<file path="config.mk">
export PLATFORM = sky130hd
export DESIGN_NAME = mul_controller
export DESIGN_NICKNAME = d
export VERILOG_FILES = /design/src/rtl/mul_controller.sv
export SDC_FILE = /design/constraint.sdc
export NUM_CORES = 1
export LEC_CHECK = 0
export BUFFER_PORTS_ARGS = -buffer_cell sky130_fd_sc_hd__buf_4
export CAP_MARGIN = 5
export CORE_AREA = 2 2 39 41
export CTS_CLUSTER_DIAMETER = 200
export DETAILED_ROUTE_END_ITERATION = 16
export DIE_AREA = 0 0 41 43
export HOLD_SLACK_MARGIN = 0.05
export PLACE_DENSITY = 0.47
export SYNTH_ARGS = -nofsm -noshare
export SYNTH_HDL_FRONTEND = slang
export SYNTH_SLANG_ARGS = --single-unit
</file>
<file path="constraint.sdc">
create_clock -name clk -period 1.3 [get_ports clk]
set_input_delay 0.26 -clock clk [delete_from_list [all_inputs] [get_ports clk]]
set_output_delay 0.26 -clock clk [all_outputs]
set_load 0.1 [all_outputs]
</file>
<file path="src/rtl/mul_controller.sv">
// ---------------------------------------------------------------------------
// mul_controller
//   Control FSM for the 4x4 multiplier datapath built from four 2x2 partial
//   products. Sequences hh, hl, lh, ll into the 8-bit accumulator as
//   ((hh<<2) + hl + lh)<<2 + ll, and provides a start/busy/done handshake.
//
// Ports
//   clk      in   system clock, rising edge
//   rst      in   synchronous reset, active low
//   start    in   multiply request, level, only looked at in IDLE
//   busy     out  high in LOAD..LL
//   done     out  product valid on the datapath output
//   clr_acc  out  one-cycle accumulator clear (same cycle as ld_1)
//   ld_1     out  load operand registers a, b
//   ld_2     out  load accumulator
//   s0       out  a nibble select: 0 = a[1:0], 1 = a[3:2]
//   s1       out  b nibble select: 0 = b[1:0], 1 = b[3:2]
//   s2       out  accumulator feedback: 0 = acc<<2, 1 = acc
//
// Parameter
//   HOLD_DONE  0: done is a one-cycle pulse
//              1: done holds until start is sampled low
//
// Timing: start seen high in IDLE during cycle N -> LOAD in N+1, HH..LL in
// N+2..N+5, done in cycle N+6. All outputs are decoded from the state
// register only, so there is no path from start to any output.
// ---------------------------------------------------------------------------
module mul_controller #(
    parameter int HOLD_DONE = 0
) (
    input  logic clk,
    input  logic rst,
    input  logic start,
    output logic busy,
    output logic done,
    output logic clr_acc,
    output logic ld_1,
    output logic ld_2,
    output logic s0,
    output logic s1,
    output logic s2
);

    typedef enum logic [2:0] {
        S_IDLE = 3'd0,
        S_LOAD = 3'd1,
        S_HH   = 3'd2,
        S_HL   = 3'd3,
        S_LH   = 3'd4,
        S_LL   = 3'd5,
        S_DONE = 3'd6
    } state_t;

    state_t r_state;
    state_t w_next;

    // State register
    always_ff @(posedge clk) begin
        if (!rst) r_state <= S_IDLE;
        else      r_state <= w_next;
    end

    // Next-state logic; encoding 3'd7 falls to the default and recovers to IDLE
    always_comb begin
        w_next = S_IDLE;
        case (r_state)
            S_IDLE: w_next = start ? S_LOAD : S_IDLE;
            S_LOAD: w_next = S_HH;
            S_HH:   w_next = S_HL;
            S_HL:   w_next = S_LH;
            S_LH:   w_next = S_LL;
            S_LL:   w_next = S_DONE;
            S_DONE: begin
                if (HOLD_DONE != 0 && start) w_next = S_DONE;
                else                         w_next = S_IDLE;
            end
            default: w_next = S_IDLE;
        endcase
    end

    // Moore output decode
    always_comb begin
        busy    = 1'b0;
        done    = 1'b0;
        clr_acc = 1'b0;
        ld_1    = 1'b0;
        ld_2    = 1'b0;
        s0      = 1'b0;
        s1      = 1'b0;
        s2      = 1'b0;
        case (r_state)
            S_LOAD: begin
                busy    = 1'b1;
                ld_1    = 1'b1;
                clr_acc = 1'b1;
            end
            // acc was just cleared, so the unshifted feedback gives hh + 0
            S_HH: begin
                busy = 1'b1; ld_2 = 1'b1; s0 = 1'b1; s1 = 1'b1; s2 = 1'b1;
            end
            S_HL: begin
                busy = 1'b1; ld_2 = 1'b1; s0 = 1'b1;
            end
            S_LH: begin
                busy = 1'b1; ld_2 = 1'b1; s1 = 1'b1; s2 = 1'b1;
            end
            S_LL: begin
                busy = 1'b1; ld_2 = 1'b1;
            end
            S_DONE: done = 1'b1;
            default: ;
        endcase
    end

endmodule

</file>
Word level (Yosys, flattened, before mapping)
Index checks and enable logic that the tools add are counted.

Eq/ne operators: 6. Muxes and demuxes: 8. Reduce and logical (&&, ||, !) cells: 5.

Operators by type and width (number): $pmux W3 S6 (1); $eq A3 B3 Y1 const B (3); $mux W1 (7); $eq A3 B2 Y1 const B (2); $reduce_or A5 Y1 (1); $reduce_or A2 Y1 (2); $reduce_or A4 Y1 (1); $eq A3 B1 Y1 const B (1); $logic_not A3 Y1 (1).

Bits in registers: 3. Input bits: 3. Word-level logic and storage cells: 20.

Longest topological paths before layout
Word-level depth: 3. Depth in mapped cells: 4.

Worst setup path after synthesis
No wires, ideal clock.

Kind: register to output. Start point: reg r_state[2]. End point: out ld_1. Arrival time: 3266 ps. Required time: 1040 ps. Path slack: -2226 ps. Cell stages (with the launch flop): 4. Buffers on the path: 2. Cell sequence: dfxtp_1 > buf_4 > nor3b_1 > buf_4.

Cells in the longest elaborated chain, start to end: 2.

RTL lines: from (decl) (line 54) `state_t r_state;`; from (signal assigned) (line 60) `else r_state <= w_next;`; $eq A3 B1 Y1; $mux W1; to (decl) (line 37) `output logic ld_1,`.

No other way between the ends.

Worst setup path in the final report
Start point: reg r_state[1]. End point: out ld_1.

Cells in the longest elaborated chain, start to end: 2.

RTL lines: $eq A3 B1 Y1 (line 91) `case (r_state)`; $mux W1 (line 91).

No other way between the ends.

==> key figures <==
Synth
  • Largest family of logic cells by synthesized area: simple AND/OR/NAND/NOR gates
  • Adder-cell share of the synthesized area: 0%
  • Post-Syn Instances: 24
  • Post-synthesis mux area share: 0%
  • Synth Area in Compound Gates: 7.23%
  • Seq/Total Area, Yosys: 28.9%
  • Count of cell types in the netlist: 15
  • Yosys warns: 0
  • Synth Area in XOR/XNOR: 7.83%
  • Synth Area in Simple Gates: 38.0%
  • Net count after synthesis: 27
  • Mean Syn Cell Area: around 8.7 µm²
  • Post-synthesis register bit count: 3
  • Synth Cell Area: 208 µm²

Worst setup path
  • Crit path max fanout: 5
  • Critical path's largest stage delay: 370 ps
  • CP Launch Type: register
  • CP required: 1040 ps
  • CP Class: reg2out
  • Crit path DAT: between 1000 and 1500 ps
  • Most used cell, CP: buf_6
  • End of the worst register-to-register path: r_state[0]
  • Worst R2R Setup Slack: 370 ps
  • Critical Path End Type: output port
  • Ordered list of cells on the worst path: buf_6 > nor3b_4 > buf_6
  • Worst R2R Path Depth: 3
  • Slowest cell on crit path: dfxtp_4
  • RR Startpoint: r_state[0]

Layout
  • Largest regs: r_state: 3 flops
  • Final std cells w/o fill: 57
  • N_diodes: 0
  • Final Cell Area: 505 µm²
  • Commonest cells after routing, fill and taps aside: 6 x buf_12, 6 x buf_6, 5 x buf_4
  • Largest register by flop count: r_state
  • Area delta synth->final: 143%
  • Number of flip-flops under the largest register name: 3
  • Net count, final: 45
  • Layout cell share with drive strength beyond 1: 73.2%

Run status
  • Failing checks: setup timing
  • Status: finished with violations

Drt
  • Antenna Nets Post-Route: 0
  • Vias: 223
  • WL per Instance: 11.0 µm
  • Vias per cell: around 4
  • DRC: 0
  • DR iter-0 viols: 7
  • Total Wirelength: 627 µm
  • First-pass detailed-route iteration total: 2

Timing
  • Skew final: 2.99 ps
  • Unrepaired setup endpoints after global routing: true
  • Period utilization: 113%
  • Final WS setup: -175 ps
  • Post-layout min period: 1480 ps
  • Hold Worst Slack: 301 ps
  • Hold Fails Final Rpt: 0
  • Slew Viols, Final: 0
  • Fmax: slightly below 700 MHz
  • Final setup viols: 8
  • Worst-Margin Slew: 230 ps
  • Max-slew headroom: 84.6%

Pwr
  • Psw: between 300 and 400 µW
  • Combinational Power Share: 62.0%
  • PD cells: 1450 nW/µm²
  • Clock power share: around 22%
  • VDD IR max: 0.411 mV
  • Pwr Total: 732 µW
  • Sequential power share: ~16%
  • Switching share of power: 47.8%
  • Internal power: 382 µW
  • Pleak: 0.000198 µW

Clock tree
  • H-Tree Depth: 1
  • CTS Hold Bufs: 0
  • Clock slew at reported path FFs: 40 ps
  • TritonCTS Sinks: 3
  • CTS tree: done
  • Num CTS Buffers: 3
  • Skew-Pair Late Insertion Delay: 230 ps
  • Clock root cell: clkbuf_4
  • CTS Buffer Depth: 2

Placement
  • DP Cell Count: 51
  • Dpl ws: ~13 ps
  • RePlAce Congestion: about 0.76
  • I/O Buffers: 10
  • Hpwl dp: between 400 and 500 µm
  • Placed inst area: 349 µm²

Min path
  • Hold Path Depth: 3
  • HP Class: in2reg
  • Hold Startpoint: rst
  • WHS Endpoint: r_state[2]

Floorplan
  • Die Width: 41 µm
  • Row cnt: 14
  • I/O pin cnt: 11
  • Core area: between 1000 and 1500 µm²
  • Die height: 43 µm
  • Initial cell density of the core: approximately 15%
  • Die ar.: 1760 µm²

Global route
  • Global route overflow: 0
  • Vias in the first global route: 261
  • GRT Total Usage: 8.73%
  • Largest net degree at the start of global routing: 7
  • Antenna violations before repair: 0
  • First-pass GRT wire length: 1.01 mm

Job
  • Max cap viols: 0
==> critical path, delay by kind of cell, from the launching register on <==
kind | cells | cell delay (ps)
buf+inv | 2 | 390
simple gates | 1 | 230
flops | 1 | 370
==> worst max path at each step <==
stage,startpoint,endpoint,slack (ps),cells past startpoint
after global placement,r_state[2],s1,40,3
after detailed placement,r_state[1],ld_1,10,3
after CTS,r_state[1],ld_1,-190,3
final,r_state[1],ld_1,-180,3
after global routing,r_state[1],ld_1,-220,3
after floorplan,r_state[2],s2,-730,4
==> stage by stage <==
stage	utilization, %	setup TNS, ps
3_3_place_gp	25.2	0
2_1_floorplan	-	-2540
6_report	36.5	-885
4_1_cts	36.5	-966
5_1_grt	36.5	-1240
3_5_place_dp	25.2	0
==> area by class of cell <==
cell class	instances	area, µm²
Tap cell	16	20.0
Inverter	1	7.51
Fill cell	142	878
Sequential cell	3	67.6
Clock buffer	4	26.3
Timing Repair Buffer	17	225
Multi-Input combinational cell	16	159
==> power groups by stage <==
stage	combinational (µW)	clock [µW]	sequential, µW
detailed placement	358	0	118
CTS	453	172	117
floorplan	318	0	109
global placement	357	0	117
finish	454	162	117
global route	467	172	118
==> cells by family after synthesis <==
kind of cell,count (synthesis)
AO/OA/AOI/OAI,3
XOR/XNOR,1
buffers and inverters,5
flip-flops,3
AND/OR/NAND/NOR,12
==> synth_stat cells <==
master	number	area, µm²
nand2_1	2	7.51
nand3b_1	2	15.0
buf_4	3	22.5
nand2b_1	1	6.26
nor3_1	2	10.0
o21ai_1	2	10.0
xor2_2	1	16.3
a21oi_1	1	5.00
dfxtp_1	3	60.1
nor2_1	1	3.75
and2b_1	1	7.51
nand2b_4	1	13.8
buf_6	1	11.3
nor3b_1	2	15.0
inv_1	1	3.75
==> metal layers <==
layer	track usage [%]	part of all wire (%)	wire length [µm]
met2	15.0	68	424
met1	7.40	29	179
met3	2.09	3.7	23
met4	8.00	0	0
met5	0	0	0
==> what timing repair did <==
item,4_1_cts,5_1_grt
gates resized for setup,28,1
pin swaps,1,0
setup endpoints to repair,8,8
buffers inserted,2,1
Power figures use the tool's default switching activity.
